**config.mk**
```make
export PLATFORM = sky130hd
export DESIGN_NAME = decode_stage
export DESIGN_NICKNAME = d
export VERILOG_FILES = /design/src/rtl/decode_stage_pkg.sv /design/src/rtl/decode_stage_imm_gen.sv /design/src/rtl/decode_stage.sv
export SDC_FILE = /design/constraint.sdc
export NUM_CORES = 1
export LEC_CHECK = 0
export ABC_CLOCK_PERIOD_IN_PS = 2930
export CAP_MARGIN = 40
export CORE_UTILIZATION = 42
export DETAILED_ROUTE_END_ITERATION = 7
export PLACE_DENSITY_LB_ADDON = 0.15
export SYNTH_ARGS = -nofsm -noshare
export SYNTH_HDL_FRONTEND = slang
export SYNTH_SLANG_ARGS = --single-unit
```
**constraint.sdc**
```tcl
create_clock -name CLK -period 2.93 [get_ports CLK]
set_input_delay 0.586 -clock CLK [delete_from_list [all_inputs] [get_ports CLK]]
set_output_delay 0.586 -clock CLK [all_outputs]
set_load 0.03 [all_outputs]
```
**src/rtl/decode_stage_pkg.sv**
```systemverilog
// Shared RV32I decode definitions: opcode encodings, ID/EX register layout
// and per-opcode register-usage helpers.
package decode_stage_pkg;

  typedef enum logic [6:0] {
    OPC_LOAD   = 7'b0000011,
    OPC_FENCE  = 7'b0001111,
    OPC_OP_IMM = 7'b0010011,
    OPC_AUIPC  = 7'b0010111,
    OPC_STORE  = 7'b0100011,
    OPC_OP     = 7'b0110011,
    OPC_LUI    = 7'b0110111,
    OPC_BRANCH = 7'b1100011,
    OPC_JALR   = 7'b1100111,
    OPC_JAL    = 7'b1101111,
    OPC_SYSTEM = 7'b1110011
  } opcode_e;

  typedef struct packed {
    logic        valid;
    logic [31:0] pc;
    logic [6:0]  opcode;
    logic [2:0]  funct3;
    logic [6:0]  funct7;
    logic [4:0]  rd;
    logic [4:0]  rs1_addr;
    logic [4:0]  rs2_addr;
    logic [31:0] rs1_data;
    logic [31:0] rs2_data;
    logic [31:0] imm;
    logic        illegal;
  } idex_t;

  function automatic logic uses_rs1(input logic [6:0] opc);
    case (opc)
      OPC_OP, OPC_OP_IMM, OPC_LOAD, OPC_STORE, OPC_BRANCH, OPC_JALR: return 1'b1;
      default: return 1'b0;
    endcase
  endfunction

  function automatic logic uses_rs2(input logic [6:0] opc);
    case (opc)
      OPC_OP, OPC_STORE, OPC_BRANCH: return 1'b1;
      default: return 1'b0;
    endcase
  endfunction

  function automatic logic writes_rd(input logic [6:0] opc);
    case (opc)
      OPC_OP, OPC_OP_IMM, OPC_LOAD, OPC_LUI, OPC_AUIPC, OPC_JAL, OPC_JALR: return 1'b1;
      default: return 1'b0;
    endcase
  endfunction

  function automatic logic is_rv32i_opcode(input logic [6:0] opc);
    case (opc)
      OPC_OP, OPC_OP_IMM, OPC_LOAD, OPC_STORE, OPC_BRANCH, OPC_JAL, OPC_JALR,
      OPC_LUI, OPC_AUIPC, OPC_FENCE, OPC_SYSTEM: return 1'b1;
      default: return 1'b0;
    endcase
  endfunction

endpackage

```
**src/rtl/decode_stage_imm_gen.sv**
```systemverilog
// RV32I immediate generator: selects the I/S/B/U/J layout from the opcode
// and sign-extends from inst[31]; formats without an immediate yield 0.
module imm_gen
  import decode_stage_pkg::*;
(
  input  logic [31:0] inst,
  output logic [31:0] imm
);

  always_comb begin
    imm = '0;
    case (inst[6:0])
      OPC_OP_IMM, OPC_LOAD, OPC_JALR:
        imm = {{20{inst[31]}}, inst[31:20]};
      OPC_STORE:
        imm = {{20{inst[31]}}, inst[31:25], inst[11:7]};
      OPC_BRANCH:
        imm = {{19{inst[31]}}, inst[31], inst[7], inst[30:25], inst[11:8], 1'b0};
      OPC_LUI, OPC_AUIPC:
        imm = {inst[31:12], 12'b0};
      OPC_JAL:
        imm = {{11{inst[31]}}, inst[31], inst[19:12], inst[20], inst[30:21], 1'b0};
      default:
        imm = '0;
    endcase
  end

endmodule

```
**src/rtl/decode_stage.sv**
```systemverilog
// RV32I ID stage: decodes IF/ID, drives register-file reads, merges the WB
// bypass, detects load-use hazards and owns the ID/EX pipeline register.
module decode_stage
  import decode_stage_pkg::*;
#(
  parameter bit BYPASS_EN   = 1'b1,
  parameter bit CHK_ILLEGAL = 1'b1
) (
  input  logic        CLK,
  input  logic        RST_N,
  input  logic        STALL,
  input  logic        FLUSH,
  input  logic        IF_VALID,
  input  logic [31:0] IF_PC,
  input  logic [31:0] IF_INST,
  output logic [4:0]  RDADDR_1,
  input  logic [31:0] RDDATA_1,
  output logic [4:0]  RDADDR_2,
  input  logic [31:0] RDDATA_2,
  input  logic        WB_WRVALID,
  input  logic [4:0]  WB_WRADDR,
  input  logic [31:0] WB_WRDATA,
  output logic        HAZARD_STALL,
  output logic        EX_VALID,
  output logic [31:0] EX_PC,
  output logic [6:0]  EX_OPCODE,
  output logic [2:0]  EX_FUNCT3,
  output logic [6:0]  EX_FUNCT7,
  output logic [4:0]  EX_RD,
  output logic [4:0]  EX_RS1ADDR,
  output logic [4:0]  EX_RS2ADDR,
  output logic [31:0] EX_RS1DATA,
  output logic [31:0] EX_RS2DATA,
  output logic [31:0] EX_IMM,
  output logic        EX_ILLEGAL
);

  logic [6:0]  opc;
  logic [31:0] imm;
  logic [31:0] op1, op2;
  idex_t       ex_q, ex_d, cap;

  assign opc      = IF_INST[6:0];
  assign RDADDR_1 = uses_rs1(opc) ? IF_INST[19:15] : '0;
  assign RDADDR_2 = uses_rs2(opc) ? IF_INST[24:20] : '0;

  imm_gen u_imm_gen (
    .inst (IF_INST),
    .imm  (imm)
  );

  // A WB write to x0 is never forwarded; unused sources read x0 from the file.
  always_comb begin
    op1 = RDDATA_1;
    op2 = RDDATA_2;
    if (BYPASS_EN && WB_WRVALID && (WB_WRADDR != '0)) begin
      if (WB_WRADDR == RDADDR_1) op1 = WB_WRDATA;
      if (WB_WRADDR == RDADDR_2) op2 = WB_WRDATA;
    end
  end

  assign HAZARD_STALL = IF_VALID && ex_q.valid && (ex_q.opcode == OPC_LOAD) &&
                        (ex_q.rd != '0) &&
                        ((ex_q.rd == RDADDR_1) || (ex_q.rd == RDADDR_2));

  always_comb begin
    cap          = '0;
    cap.valid    = IF_VALID;
    cap.pc       = IF_PC;
    cap.opcode   = opc;
    cap.funct3   = IF_INST[14:12];
    cap.funct7   = IF_INST[31:25];
    cap.rd       = writes_rd(opc) ? IF_INST[11:7] : '0;
    cap.rs1_addr = RDADDR_1;
    cap.rs2_addr = RDADDR_2;
    cap.rs1_data = op1;
    cap.rs2_data = op2;
    cap.imm      = imm;
    cap.illegal  = CHK_ILLEGAL && !is_rv32i_opcode(opc);
  end

  // STALL freezes everything (FLUSH included); FLUSH and hazard both insert a bubble.
  always_comb begin
    ex_d = ex_q;
    if (STALL)                      ex_d = ex_q;
    else if (FLUSH || HAZARD_STALL) ex_d = '0;
    else                            ex_d = cap;
  end

  always_ff @(posedge CLK or negedge RST_N) begin
    if (!RST_N) ex_q <= '0;
    else        ex_q <= ex_d;
  end

  assign EX_VALID   = ex_q.valid;
  assign EX_PC      = ex_q.pc;
  assign EX_OPCODE  = ex_q.opcode;
  assign EX_FUNCT3  = ex_q.funct3;
  assign EX_FUNCT7  = ex_q.funct7;
  assign EX_RD      = ex_q.rd;
  assign EX_RS1ADDR = ex_q.rs1_addr;
  assign EX_RS2ADDR = ex_q.rs2_addr;
  assign EX_RS1DATA = ex_q.rs1_data;
  assign EX_RS2DATA = ex_q.rs2_data;
  assign EX_IMM     = ex_q.imm;
  assign EX_ILLEGAL = ex_q.illegal;

endmodule
```
# Word level (Yosys, flattened, before mapping)
# Index checks and enable logic that the tools add are counted.
# totals
elab_cells,57
out_inout_bits,173
regBits,162
input_bits,171
# classes
muxes,13
reduce_logical,16
n_eq_ne,16
# op_table
op,count
162-bit 2-to-1 mux,1
32-bit case mux with 5 select lines,1
32-bit 2-to-1 mux,4
"7-bit equality test, second input constant",4
"7-bit by 6-bit equality test with 1-bit output, second input constant",3
5-bit equality test,4
5-bit 2-to-1 mux,3
"7-bit by 2-bit equality test with 1-bit output, second input constant",2
"7-bit by 5-bit equality test with 1-bit output, second input constant",2
11-bit OR reduction,1
5-bit nonzero test,2
"7-bit by 4-bit equality test with 1-bit output, second input constant",1
7-bit OR reduction,1
3-bit OR reduction,2
6-bit OR reduction,1
1-bit logical AND,5
1-bit 2-to-1 mux,4
1-bit logical OR,2
2-bit OR reduction,1
1-bit zero test,1

# Logic depth before layout (Yosys ltp)
# logic_depth
ltp_word,9
mapped_depth,10
mapped_depth_nobuf,6

# Hierarchy
# Synthesis repeated with hierarchy kept, for this count alone.
# hier_totals
cells_unflattened,903
hier_area_um2,8747.1
# by_module_without_submodules
mod,cells_each,seq_area_each_um2,instances,area_each_um2
decode_stage,824,4053.9,1,8200.4
imm_gen,79,0.0,1,546.8

# Worst setup path before layout
# No wires, ideal clock.
# synth_path
kind,in2out
start,input port IF_INST[4]
end,output port HAZARD_STALL
cell_stages,7
arrival_time_ns,2.627
path_slack_ns,-0.283
cell_sequence,buf_6 > nand2b_1 > buf_4 > a2111oi_4 > xor2_1 > a221o_2 > a21oi_1
# synth_via
elab_chain_len,7
word_cells_on_any_way,16
# synth_rtl
element,line_no,rtl
start: declaration,decode_stage.sv:15,"input logic [31:0] IF_INST,"
"7-bit by 6-bit equality test with 1-bit output, or another cell as far along",decode_stage_pkg.sv:35,case (opc)
6-bit OR reduction *,decode_stage_pkg.sv:35,
1-bit 2-to-1 mux *,decode_stage_pkg.sv:35,
5-bit 2-to-1 mux *,decode_stage.sv:44,assign RDADDR_1 = uses_rs1(opc) ? IF_INST[19:15] : '0;
named net RDADDR_1[2],decode_stage.sv:16,"output logic [4:0] RDADDR_1,"
5-bit equality test *,decode_stage.sv:64,((ex_q.rd == RDADDR_1) || (ex_q.rd == RDADDR_2));
1-bit logical OR *,decode_stage.sv:64,
1-bit logical AND *,decode_stage.sv:63,(ex_q.rd != '0) &&
end: declaration,decode_stage.sv:23,"output logic HAZARD_STALL,"
# Mark *: on every way through the listed nets, which the timed path passes. The rest lies on a longest branch.

# Worst setup path after layout
# layout_path
start,input port IF_INST[24]
end,output port HAZARD_STALL
# layout_via
elab_chain_len,4
# layout_rtl
element,line_no,rtl
5-bit 2-to-1 mux,decode_stage.sv:45,assign RDADDR_2 = uses_rs2(opc) ? IF_INST[24:20] : '0;
5-bit equality test,decode_stage.sv:64,
1-bit logical OR,decode_stage.sv:64,
1-bit logical AND,decode_stage.sv:63,
# No other way between the ends.

==> reports/results.txt <==
Post-Syn Instances: 702
Avg Inst Size Synth: 10.7 um^2
Post-synth EDFFs: 0
Vias: 7,016
CP max FO: 7
CP endpoint kind: output pin
DIE AREA: 18,400 um^2
Sequential area share after synthesis: 54.0%
Crit-path leading delay family: buffers and inverters
CTS tree: yes
Reported leakage power: 5.63 nW
Die Width: 136 um
Final hold slack: 0.137 ns
Status: finished clean
Final min period: 2.88 ns
Mapped Nets: 873
Setup crit start kind: input pin
Vias in the first global route: 6,820
Layout cells sized above 1: 12.2%
Unrepaired setup endpoints after global routing: no
Grt ovf: 0
DRT iter0 DRCs: 320
CP required: 2.34 ns
Vias per cell: 5.35
Final period util: 98.4%
WL per Instance: 19.3 um
DRC violations left: 0
Initial antenna violation count: 2
Max-slew violation count: 0
WP data arrival: 2.30 ns
Clock skew: 0.0135 ns
GPL Wtd Cong: 0.888
Total power: 0.00607 W
GRT Total Usage: 27.4%
Row Count: 48
DP Wirelength: 18,300 um
Primary FF master, synth: dfrtp_1
Routed Antenna Nets: 0
CORE AREA: 17,400 um^2
Worst vdd ir: 426 uV
Deepest clock path buffer count: 2
Synth area leader: dfrtp_1
Cells along the critical path: clkdlybuf4s50_1 -> buf_4 -> xor2_1 -> o22ai_2 -> a22oi_1 -> or3_4 -> a21oi_4 -> buf_6
PortBufs: 343
Hold Vio Cnt, Final: 0
Area Growth Syn to Fin: 62.5%
Final core occ: 70.2%
Largest net degree at the start of global routing: 163
R2R setup slack: 0.37 ns
Vert. Die Dim: 136 um
Root buf cell: clkbuf_16
Synth top area share: 54.0%
Post-route cell area: 12,200 um^2
Synth Register Bits: 162
Crit Path Class: input pin to output pin
Max incr delay on CP: 0.40 ns
FMAX: 347 MHz
Slowest cell on the critical path: clkdlybuf4s50_1
FFs w/ async S/R, synth: 100%
Slew HR: 46.8%
Skew-Pair Late Insertion Delay: 0.42 ns
Yosys warning count: 0
Largest cells by area after synthesis: dfrtp_1, mux2i_1, a22o_1, nand2_1, o21ai_1
Cell variety after synth: 51
Placement Cell Area: 11,500 um^2
Final setup fails: 0
I/O pin count: 344
First-pass GRT wire length: 38,200 um
P per Cell Area: 498 nW/um^2
CTS HTree Levels: 4
Final nets: 1,242
CTS Buf Count: 17
Pre-antenna DRT Iters: 5
Starting density of the core: 43.2%
Post-Syn Area: 7500 um^2
Buffers and inverters on the worst path: 3
Post-Route WL: 25,300 um
Worst-Margin Slew: 0.798 ns
CTS Sinks: 162
Hold-fix buffers, CTS: 0
Max Cap Viol: 0
Clock transition at path regs: 0.07 ns
Worst hold path class: input pin to asynchronous set/reset pin
## flip-flops by register name, summed over array words and instances, names as in the netlist
name and flops:
EX_ILLEGAL 1, EX_RS1DATA 32, EX_RD 5, EX_RS1ADDR 5
EX_RS2DATA 32, EX_IMM 32, EX_RS2ADDR 5, EX_PC 32
EX_VALID 1, EX_FUNCT3 3, EX_FUNCT7 7, EX_OPCODE 7
## cell type report
cell class | instances | area [um^2]
antenna | 2 | 5.00
clock buffer | 19 | 453
clock inverter | 13 | 173
fill | 1361 | 5160
inverter | 7 | 26.3
multi-input combinational | 475 | 3170
sequential | 162 | 4050
tap | 225 | 282
timing repair buffer | 408 | 4030
## timing repair
action                                  CTS  global route
setup buffers                             5             1
pin swaps                                 3             5
gates resized for setup                  15             7
gates cloned                              0             0
endpoints found under the setup margin    1             1
## through the flow
stage	setup slack, ns	setup TNS, ns	std cells
6_report	0.0458	0	1311
5_1_grt	0.00502	0	1310
4_1_cts	0.0137	0	1308
3_5_place_dp	-0.264	-31.13	1271
3_3_place_gp	-0.260	-26.26	1271
2_1_floorplan	0.00445	0	702
## path summary, 6_finish.rpt
path	to	startpoint	cells after the start
min in group CLK	EX_RS1DATA[2]$_DFFE_PN0N_	EX_RS1DATA[2]$_DFFE_PN0N_	2
min reg2reg	EX_RS1DATA[2]$_DFFE_PN0N_	EX_RS1DATA[2]$_DFFE_PN0N_	2
max	HAZARD_STALL	IF_INST[24]	8
min	EX_RS1DATA[24]$_DFFE_PN0N_	RST_N	1
max reg2reg	EX_RD[3]$_DFFE_PN0N_	EX_RD[0]$_DFFE_PN0N_	10
max in group asynchronous	EX_IMM[1]$_DFFE_PN0N_	RST_N	2
## per-layer routing
metal  GRT usage (%)  vias to the layer above  part of all wire (%)
met4            8.93                        2                   1.8
met2            45.4                      267                    50
met1            34.7                     3421                    42
met5               0                        -                 0.051
li1                -                     3294                     -
met3            7.03                       32                   6.9
## cells in the final DEF, fill, tap and decap left out, types with 9 or more instances in the layout
cell type / count
clkdlybuf4s50_1: 321
dfrtp_1: 162
a32o_1: 11
clkbuf_16: 17
a21oi_1: 28
mux2i_1: 64
nor2_1: 17
nand2_1: 110
buf_4: 63
o21ai_1: 57
buf_12: 11
a22o_1: 56
a22oi_1: 9
o21ai_0: 45
## report_power, final
part / internal [W] / total (W) / switching, W
Clock: 0.00140 / 0.00234 / 0.000937
Sequential: 0.00237 / 0.00245 / 0.0000797
Combinational: 0.000610 / 0.00128 / 0.000672
## kinds of logic (layout without fill, tap and decap cells)
family                 count (synthesis)  count (layout)  synth area share, %
AO/OA/AOI/OAI                        234             234                 21.3
flip-flops                           162             162                 54.0
buffers and inverters                 65             447                 4.65
AND/OR/NAND/NOR                      165             165                 10.1
multiplexers                          64              64                 8.54
other                                  0               2                    0
XOR/XNOR                              12              12                 1.40
## cells in the mapped netlist (all sizes together) (2+ instances only)
cell and count:
o21ai 102, xnor2 4, o22ai 6, xor2 8, a32o 11, a22oi 9, dfrtp 162, a21oi 29
nor2 17, and3 5, inv 7, o211ai 4, mux2i 64, nor2b 3, a2111oi 3, o41ai 2
o32a 2, nor4bb 2, a22o 56, nand2 110, and2 5, a31oi 2, nand3b 7, clkbuf 29
buf 29, nor3 6, nand3 3
No activity file was read; power rests on OpenSTA's default activity.
